[src/rtl/trace_pkg.sv]
// Shared types for the commit trace buffer: FSM state encoding, default-width
// trace-entry layout and the drop-counter width.
package trace_pkg;

    localparam int unsigned DROP_CNT_W = 16;
    localparam int unsigned INST_W     = 32;

    // Field widths of the default configuration, used by trace_entry_t.
    localparam int unsigned DEF_PC_W   = 32;
    localparam int unsigned DEF_DATA_W = 32;
    localparam int unsigned DEF_REG_AW = 5;

    typedef enum logic [1:0] {
        ST_IDLE    = 2'd0,
        ST_ARMED   = 2'd1,
        ST_CAPTURE = 2'd2,
        ST_HALTED  = 2'd3
    } trace_state_e;

    typedef struct packed {
        logic [DEF_PC_W-1:0]   pc;
        logic [INST_W-1:0]     inst;
        logic                  wb_en;
        logic [DEF_REG_AW-1:0] wb_addr;
        logic [DEF_DATA_W-1:0] wb_data;
    } trace_entry_t;

endpackage

[src/rtl/trace_fifo.sv]
// Entry storage and pointers for the commit trace buffer. A push into a full
// FIFO lands only if a pop happens the same cycle; otherwise it is flagged as dropped.
module trace_fifo #(
    parameter int unsigned WIDTH = 102,
    parameter int unsigned DEPTH = 16
) (
    input  logic                     clk,
    input  logic                     rst_n,
    input  logic                     clear_i,
    input  logic                     push_i,
    input  logic                     pop_i,
    input  logic [WIDTH-1:0]         wr_data_i,
    output logic [WIDTH-1:0]         rd_data_o,
    output logic [$clog2(DEPTH):0]   level_o,
    output logic                     drop_c_o
);

    localparam int unsigned AW = $clog2(DEPTH);
    localparam int unsigned LW = AW + 1;

    logic [WIDTH-1:0] mem [DEPTH];
    logic [AW-1:0]    wr_ptr_q, wr_ptr_d;
    logic [AW-1:0]    rd_ptr_q, rd_ptr_d;
    logic [LW-1:0]    level_q, level_d;
    logic             empty, full, wr_en, rd_en;

    assign empty    = (level_q == '0);
    assign full     = (level_q == LW'(DEPTH));
    assign rd_en    = pop_i & ~empty & ~clear_i;
    assign wr_en    = push_i & (~full | rd_en) & ~clear_i;
    assign drop_c_o = push_i & ~wr_en & ~clear_i;

    // Pointers wrap naturally because DEPTH is a power of two.
    always_comb begin
        wr_ptr_d = wr_ptr_q;
        rd_ptr_d = rd_ptr_q;
        level_d  = level_q;
        if (clear_i) begin
            wr_ptr_d = '0;
            rd_ptr_d = '0;
            level_d  = '0;
        end else begin
            if (wr_en) wr_ptr_d = wr_ptr_q + AW'(1);
            if (rd_en) rd_ptr_d = rd_ptr_q + AW'(1);
            level_d = level_q + LW'(wr_en) - LW'(rd_en);
        end
    end

    always_ff @(posedge clk or negedge rst_n) begin
        if (!rst_n) begin
            wr_ptr_q <= '0;
            rd_ptr_q <= '0;
            level_q  <= '0;
        end else begin
            wr_ptr_q <= wr_ptr_d;
            rd_ptr_q <= rd_ptr_d;
            level_q  <= level_d;
        end
    end

    // Storage carries no reset; empty gating keeps stale data off the output.
    always_ff @(posedge clk) begin
        if (wr_en) mem[wr_ptr_q] <= wr_data_i;
    end

    assign rd_data_o = empty ? '0 : mem[rd_ptr_q];
    assign level_o   = level_q;

endmodule

[src/rtl/commit_trace_buffer.sv]
// Commit trace buffer: arms on request, captures retiring instructions into a FIFO,
// halts on an all-zero instruction. Optional PC trigger via TRACE_PC_TRIGGER_EN.
module commit_trace_buffer
    import trace_pkg::*;
#(
    parameter int unsigned PC_W   = 32,
    parameter int unsigned DATA_W = 32,
    parameter int unsigned DEPTH  = 16,
    parameter int unsigned REG_AW = 5
) (
    input  logic                              clk,
    input  logic                              rst,
    input  logic                              arm,
    input  logic                              clear,
    input  logic                              filter_wb,
    input  logic                              commit_valid,
    input  logic [PC_W-1:0]                   commit_pc,
    input  logic [31:0]                       commit_inst,
    input  logic                              wb_en,
    input  logic [REG_AW-1:0]                 wb_addr,
    input  logic [DATA_W-1:0]                 wb_data,
`ifdef TRACE_PC_TRIGGER_EN
    input  logic [PC_W-1:0]                   trig_pc,
`endif
    output logic                              rd_valid,
    input  logic                              rd_ready,
    output logic [PC_W+33+REG_AW+DATA_W-1:0]  rd_entry,
    output logic [$clog2(DEPTH):0]            level,
    output logic [15:0]                       drop_cnt,
    output logic                              halted
);

    localparam int unsigned ENTRY_W = PC_W + INST_W + 1 + REG_AW + DATA_W;

    trace_state_e            state_q, state_d;
    logic                    push, pop, drop_c;
    logic [DROP_CNT_W-1:0]   drop_q, drop_d;
    logic [ENTRY_W-1:0]      wr_entry;

    assign wr_entry = {commit_pc, commit_inst, wb_en, wb_addr, wb_data};
    assign pop      = rd_valid & rd_ready;

    // Next state and capture decision; clear overrides everything.
    always_comb begin
        state_d = state_q;
        push    = 1'b0;
        if (clear) begin
            state_d = ST_IDLE;
        end else begin
            case (state_q)
                ST_IDLE, ST_HALTED: begin
                    if (arm) state_d = ST_ARMED;
                end
                ST_ARMED: begin
`ifdef TRACE_PC_TRIGGER_EN
                    if (commit_valid && (commit_pc == trig_pc)) begin
                        state_d = ST_CAPTURE;
                        push    = 1'b1;
                    end
`else
                    state_d = ST_CAPTURE;
                    push    = commit_valid;
`endif
                end
                ST_CAPTURE: begin
                    if (commit_valid && (commit_inst == '0)) begin
                        state_d = ST_HALTED;
                    end else begin
                        push = commit_valid & (~filter_wb | wb_en);
                    end
                end
                default: state_d = ST_IDLE;
            endcase
        end
    end

    // Saturating count of entries lost to a full FIFO.
    always_comb begin
        drop_d = drop_q;
        if (clear) begin
            drop_d = '0;
        end else if (drop_c && (drop_q != '1)) begin
            drop_d = drop_q + DROP_CNT_W'(1);
        end
    end

    always_ff @(posedge clk or negedge rst) begin
        if (!rst) begin
            state_q <= ST_IDLE;
            drop_q  <= '0;
        end else begin
            state_q <= state_d;
            drop_q  <= drop_d;
        end
    end

    trace_fifo #(
        .WIDTH (ENTRY_W),
        .DEPTH (DEPTH)
    ) u_fifo (
        .clk       (clk),
        .rst_n     (rst),
        .clear_i   (clear),
        .push_i    (push),
        .pop_i     (pop),
        .wr_data_i (wr_entry),
        .rd_data_o (rd_entry),
        .level_o   (level),
        .drop_c_o  (drop_c)
    );

    assign rd_valid = (level != '0);
    assign drop_cnt = drop_q;
    assign halted   = (state_q == ST_HALTED);

endmodule

[config.mk]
export PLATFORM = sky130hd
export DESIGN_NAME = commit_trace_buffer
export DESIGN_NICKNAME = d
export VERILOG_FILES = /design/src/rtl/trace_pkg.sv /design/src/rtl/trace_fifo.sv /design/src/rtl/commit_trace_buffer.sv
export SDC_FILE = /design/constraint.sdc
export NUM_CORES = 1
export LEC_CHECK = 0
export BUFFER_PORTS_ARGS = -buffer_cell sky130_fd_sc_hd__buf_2
export CORE_ASPECT_RATIO = 1.2
export CORE_MARGIN = 3
export CORE_UTILIZATION = 66
export DETAILED_ROUTE_END_ITERATION = 6
export PLACE_DENSITY_LB_ADDON = 0.25
export SKIP_LAST_GASP = 1
export SLEW_MARGIN = 20
export SYNTH_ARGS = -nofsm -noshare
export SYNTH_HDL_FRONTEND = slang
export SYNTH_SLANG_ARGS = --single-unit
[constraint.sdc]
create_clock -name clk -period 31.3 [get_ports clk]
set_input_delay 6.26 -clock clk [delete_from_list [all_inputs] [get_ports clk]]
set_output_delay 6.26 -clock clk [all_outputs]
set_load 0.02 [all_outputs]
After elaboration in Yosys (flattened, before gate mapping)
Memories as Yosys holds them, arrays and structs flattened.
Index checks and enable logic that the tools add are counted.
Widths: inputs -> output; s select.
{ "op_classes": {"addsub": 5, "eq_ne": 7, "muxes": 17, "n_bitwise": 15, "n_reduce_logical": 11} }
{ "op_table": {"columns": ["operator", "n"], "rows": [
  ["$mux 102", 1],
  ["$logic_not 32->1", 1],
  ["$mux 16", 2],
  ["$add 16x1->16 const B", 1],
  ["$mux 4", 4],
  ["$ne 16x16->1 const B", 1],
  ["$add 4x1->4 const B", 2],
  ["$and 1x1->1", 8],
  ["$mux 2", 3],
  ["$ne 3x3->1 const B", 2],
  ["$pmux 2 s3", 1],
  ["$reduce_bool 2->1", 3],
  ["$add 5x1->5", 1],
  ["$eq 5x5->1 const B", 1],
  ["$logic_not 5->1", 1],
  ["$mux 5", 1],
  ["$not 1->1", 5],
  ["$reduce_bool 5->1", 1],
  ["$sub 5x1->5", 1],
  ["$eq 2x2->1 const B", 2],
  ["$mux 1", 4],
  ["$eq 2x1->1 const B", 1],
  ["$logic_and 1x1->1", 2],
  ["$logic_not 2->1", 1],
  ["other kinds (4)", 5]
]} }
{ "word_totals": {"ff_bits": 31, "ramBits": 1632, "out_inout_bits": 125, "memories": 1} }
{ "mem_list": {"columns": ["memory", "words", "width", "read_ports", "rd_clocked_by_memory_dff", "wr", "line_no", "text"], "rows": [
  ["u_fifo.mem", 16, 102, 1, 0, 1, "trace_fifo.sv:21", "logic [WIDTH-1:0] mem [DEPTH];"]
]} }

Logic depth before layout (Yosys ltp)
{ "logic_depth": {"depth_word": 14, "depth_mapped": 16, "depth_no_buf": 16} }

Cells and area by module
A second synthesis with hierarchy kept.
{ "hier_totals": {"hier_cells": 3059, "area_unflattened_um2": 63910.0} }
{ "by_module_without_submodules": {"columns": ["module", "n_inst", "cells_each", "area_each_um2", "seq_area_each_um2"], "rows": [
  ["trace_fifo", 1, 2937, 62741.4, 49332.3],
  ["commit_trace_buffer", 1, 122, 1168.6, 450.4]
]} }

Worst setup path before layout
Ideal clock, no wire load.
{ "synth_timing": {"kind": "in2reg", "from": "in clear", "to": "mem u_fifo.mem[2][0] (enable)", "setup_time_ns": 0.849, "t_arrival_ns": 17.882, "setup_slack_ns": 12.570, "path_stages": 7, "path_cell_list": "clkbuf_1 nor3b_1 and2_1 or4_4 nand2_4 buf_4 nor4b_1"} }
{ "synth_via": {"elab_chain_cells": 7, "elab_cells_between_ends": 8, "classes_between": "mux: 3; bitwise: 5"} }
{ "synth_rtl": {"columns": ["item", "line_no", "text"], "rows": [
  ["start, declared", "commit_trace_buffer.sv:14", "input logic clear,"],
  ["$not 1->1", "trace_fifo.sv:29, trace_fifo.sv:30", null],
  ["$and 1x1->1", "trace_fifo.sv:29", "assign rd_en = pop_i & ~empty & ~clear_i;"],
  ["$or 1x1->1", "trace_fifo.sv:30", "assign wr_en = push_i & (~full | rd_en) & ~clear_i;"],
  ["$and 1x1->1", "trace_fifo.sv:30", null],
  ["$and 1x1->1 (*)", "trace_fifo.sv:30", null],
  ["$mux 1 (*)", "trace_fifo.sv:63", "if (wr_en) mem[wr_ptr_q] <= wr_data_i;"],
  ["$mux 1 (not written as such) (*)", "trace_fifo.sv:63", null],
  ["end, declared", "trace_fifo.sv:21", null]
]} }
Every way passes the cells marked *; elsewhere a longest branch is shown, timed or not.

Final worst setup path
{ "layout_timing": {"from": "reg u_fifo.rd_ptr_q[1]", "to": "out rd_entry[69]"} }
{ "layout_via": {"elab_chain_cells": 2} }
{ "layout_rtl": {"columns": ["item", "line_no", "text"], "rows": [
  ["start, declared", "trace_fifo.sv:23", "logic [AW-1:0] rd_ptr_q, rd_ptr_d;"],
  ["start signal, assigned", "trace_fifo.sv:56", "rd_ptr_q <= rd_ptr_d;"],
  ["$mem_v2 16x102", null, null],
  ["$mux 102", "trace_fifo.sv:66", "assign rd_data_o = empty ? '0 : mem[rd_ptr_q];"],
  ["end, declared", "commit_trace_buffer.sv:27", "output logic [PC_W+33+REG_AW+DATA_W-1:0] rd_entry,"]
]} }
No other way between the ends.

==> flow_metrics.env <==
export IMPL_status="finished clean"
export IMPL_final_net_count=3051
export IMPL_drt_wl_total_um=151000
export IMPL_met1_length_um=53300
export IMPL_r2r_slack_ns=26.37
export IMPL_crit_fanout=76
export IMPL_wl_per_cell_um=35.0
export IMPL_hold_class="reg -> reg"
export IMPL_async_flop_share_pct=1.86
export IMPL_synth_fp_nets=2753
export IMPL_synth_area_leaders="edfxtp_1, mux4_2, dfrtp_1"
export IMPL_power_frac_seq_pct=45.4
export IMPL_path_common_cell="mux4_2"
export IMPL_area_growth_pct=12.1
export IMPL_slowest_stage="dfrtp_4"
export IMPL_min_period_over_period_pct=35.9
export IMPL_rr_endpoint="u_fifo.mem[5][17]"
export IMPL_initial_core_util_pct=66.8
export IMPL_post_cts_buffers=0
export IMPL_postLayoutCellArea_um2=71700
export IMPL_num_rows=124
export IMPL_cp_slowest_stage_delay_ns=1.18
export IMPL_routed_top_layer="met5"
export IMPL_drtAntennaViolNets=0
export IMPL_irDropWorstVdd_mv=0.0644
export IMPL_route_met2_wl_um=80100
export IMPL_crit_type="reg -> out"
export IMPL_synth_distinct_cells=50
export IMPL_grt_pass1_wl_um=223000
export IMPL_die_height_um=347
export IMPL_ys_ff_latch=1663
export IMPL_reg2reg_from="state_q[0]"
export IMPL_dp_cells=4026
export IMPL_grt_antenna_before_repair=26
export IMPL_syn_area_per_cell_um2=24.3
export IMPL_ctsResizeCount=0
export IMPL_synthSimpleGateAreaFrac_pct=2.20
export IMPL_synth_top_family_by_area="multiplexers"
export IMPL_cap_violations=0
export IMPL_synth_edf_count=1632
export IMPL_drc=0
export IMPL_reg2regPathDepth=10
export IMPL_die_w_um=290
export IMPL_rsz0062_at_grt="false"
export IMPL_worst_pin_slew_ns=1.16
export IMPL_cts_tree="built"
export IMPL_fin_skew_ns=0.0260
export IMPL_gp_congestion=0.782
export IMPL_grt_pass1_vias=32100
export IMPL_cts_htree_levels=4
export IMPL_grt_max_degree=118
export IMPL_coreArea_um2=95700
export IMPL_postLayoutCoreUtil_pct=74.9
export IMPL_numCtsBuffers=154
export IMPL_synth_area_mux_share_pct=18.1
export IMPL_netlist_area_leader_share_pct=76.6
export IMPL_insertion_delay_ns=0.77
export IMPL_crit_path_end_kind="primary output"
export IMPL_p_leak_nw=22.2
export IMPL_vias=30200
export IMPL_p_int_mw=4.03
export IMPL_setup_violations=0
export IMPL_yosys_area_share_xor_xnor_pct=0.0685
export IMPL_yosysSeqAreaShare_pct=77.9
export IMPL_clockBufferDepth=3
export IMPL_yosysTopAreaCell="edfxtp_1"
export IMPL_setup_tns_ns=0
export IMPL_syn_area_um2=63900
export IMPL_drt_pass1_iter_count=7
export IMPL_die_area_um2=101000
export IMPL_yosys_warnings=0
export IMPL_hpwl_um=70400
export IMPL_postCtsHoldBufs=0
export IMPL_wl_met3_um=12900
export IMPL_ioPinCount=234
export IMPL_relSlewSlack_pct=22.9
export IMPL_hold_slack_ns=0.589
export IMPL_yosys_area_share_adder_pct=0.344
export IMPL_hold_path_startpoint="drop_cnt[6]"
export IMPL_whs_endpoint="drop_cnt[6]"
export IMPL_multiInputGateArea_um2=13600
export IMPL_whs_path_depth=2
export IMPL_instances_no_fill=4326
export IMPL_synth_compound_area_share_pct=0.385
export IMPL_comb_power_share_pct=21.2
export IMPL_path_clk_slew_ns=0.06
export IMPL_first_iter_violations=3545
export IMPL_synthCells=2627
export IMPL_max_freq_ghz=0.0891
export IMPL_root_buffer="clkbuf_16"
export IMPL_numPortBuffers=233
export IMPL_dpl_cell_area_um2=66700
export IMPL_p_sw_share_pct=26.5
export IMPL_grt_overflow=0
export IMPL_grt_use_total_pct=30.9
export IMPL_worst_ep_arrival_time_ns=4.96
export IMPL_synth_ff_type="edfxtp_1"
export IMPL_fillerInstances=4820
export IMPL_vias_per_cell=6.99
export IMPL_slew_violations=0
export IMPL_critPathRequiredTime_ns=25.04
export IMPL_finalHoldViolCount=0
export IMPL_min_period_ns=11.22
export IMPL_powerDensity_nw_per_um2=76.6
export IMPL_ff_latch_area_um2=49800
export IMPL_clock_sinks=1663
export IMPL_p_clk_share_pct=33.4
export IMPL_p_sw_mw=1.46
export IMPL_drive_gt1_share_pct=33.7
export IMPL_crit_chain="buf_4, buf_6, mux4_2, mux4_2, and2_1, buf_2"
export IMPL_start_kind="flop"
## stage by stage
stage,setup slack (ns),power (mW)
after floorplan,12.57,3.36
after global placement,20.15,3.67
after detailed placement,20.56,3.70
after CTS,19.82,5.53
after global routing,19.85,5.67
final,20.08,5.49
## how the worst max path moves through the flow
stage,from,to,slack [ns],depth (start not counted)
floorplan,clear,u_fifo.mem[2][0],12.57,7
global placement,commit_inst[26],u_fifo.mem[5][77],20.15,9
detailed placement,clear,u_fifo.mem[5][2],20.56,9
CTS,u_fifo.rd_ptr_q[1],rd_entry[69],19.82,6
global route,u_fifo.rd_ptr_q[0],rd_entry[35],19.85,6
finish,u_fifo.rd_ptr_q[1],rd_entry[69],20.08,6
## logic make-up (layout without fill, tap and decap cells)
family	count (synthesis)	in the layout
flip-flops	1663	1663
AND/OR/NAND/NOR	232	232
multiplexers	519	519
adder cells (fa/ha/maj)	17	17
buffers and inverters	155	578
AO/OA/AOI/OAI	36	36
other	0	16
XOR/XNOR	5	5
## cells in the final DEF (no fill, tap or decap), types with 8 or more instances in the layout
cell type,count
edfxtp_1,1632
mux4_2,510
buf_2,233
clkbuf_16,155
and2_1,105
clkinv_1,39
clkbuf_1,37
buf_4,36
dfrtp_1,27
nand3_1,18
clkinv_2,18
nand2_1,17
diode_2,16
ha_1,16
nor2_1,15
inv_1,14
bufinv_16,14
a21oi_1,13
nor4_1,10
nor2b_1,9
clkinv_8,9
buf_12,9
nand4_1,8
## area by class of cell
class,instances,share of cell area (%)
Antenna cell,16,0.0559
Clock buffer,192,5.60
Clock inverter,89,1.26
Inverter,15,0.0785
Multi-Input combinational cell,809,19.0
Sequential cell,1663,69.5
Tap cell,1260,2.20
Timing Repair Buffer,282,2.34
## critical path, delay by kind of cell, from the launching register on
kind / cells / cell delay [ns]
and+or+nand+nor: 1 / 0.21
buffers and inverters: 3 / 1.73
muxes: 2 / 0.95
DFF: 1 / 1.18
## power groups by stage
| stage | logic [mW] | clock network (mW) | registers (mW) |
|---|---|---|---|
| global route | 1.24 | 1.94 | 2.50 |
| floorplan | 0.834 | 0 | 2.52 |
| CTS | 1.18 | 1.86 | 2.49 |
| global placement | 1.13 | 0 | 2.54 |
| detailed placement | 1.16 | 0 | 2.54 |
| finish | 1.16 | 1.84 | 2.49 |
## synthesized netlist by cell type (all sizes together) (2+ instances only)
master	count
edfxtp	1632
mux4	510
and2	105
clkbuf	87
buf	53
dfrtp	31
nor2	19
nand2	18
nand3	18
ha	16
inv	15
a21oi	13
nor4	13
nor2b	9
nand4	8
o31ai	8
or4	8
mux2	7
and3	6
nor3	6
nor4b	5
and4b	4
nand2b	4
xor2	4
a21o	3
and4	3
o21ai	3
o311ai	3
or3	3
mux2i	2
nor3b	2
o41ai	2
## metal layers
layer / up-vias / track usage, %
li1: 11900 / -
met4: 20 / 11.3
met5: - / 0
met3: 295 / 6.40
met1: 16200 / 40.9
met2: 1791 / 52.1
## registers in the layout, summed over array words and instances (netlist names)
| name | flops |
|---|---|
| u_fifo.mem | 1632 |
| u_fifo.rd_ptr_q | 4 |
| u_fifo.level_o | 5 |
| state_q | 2 |
| drop_cnt | 16 |
| u_fifo.wr_ptr_q | 4 |
Power figures use the tool's default switching activity.
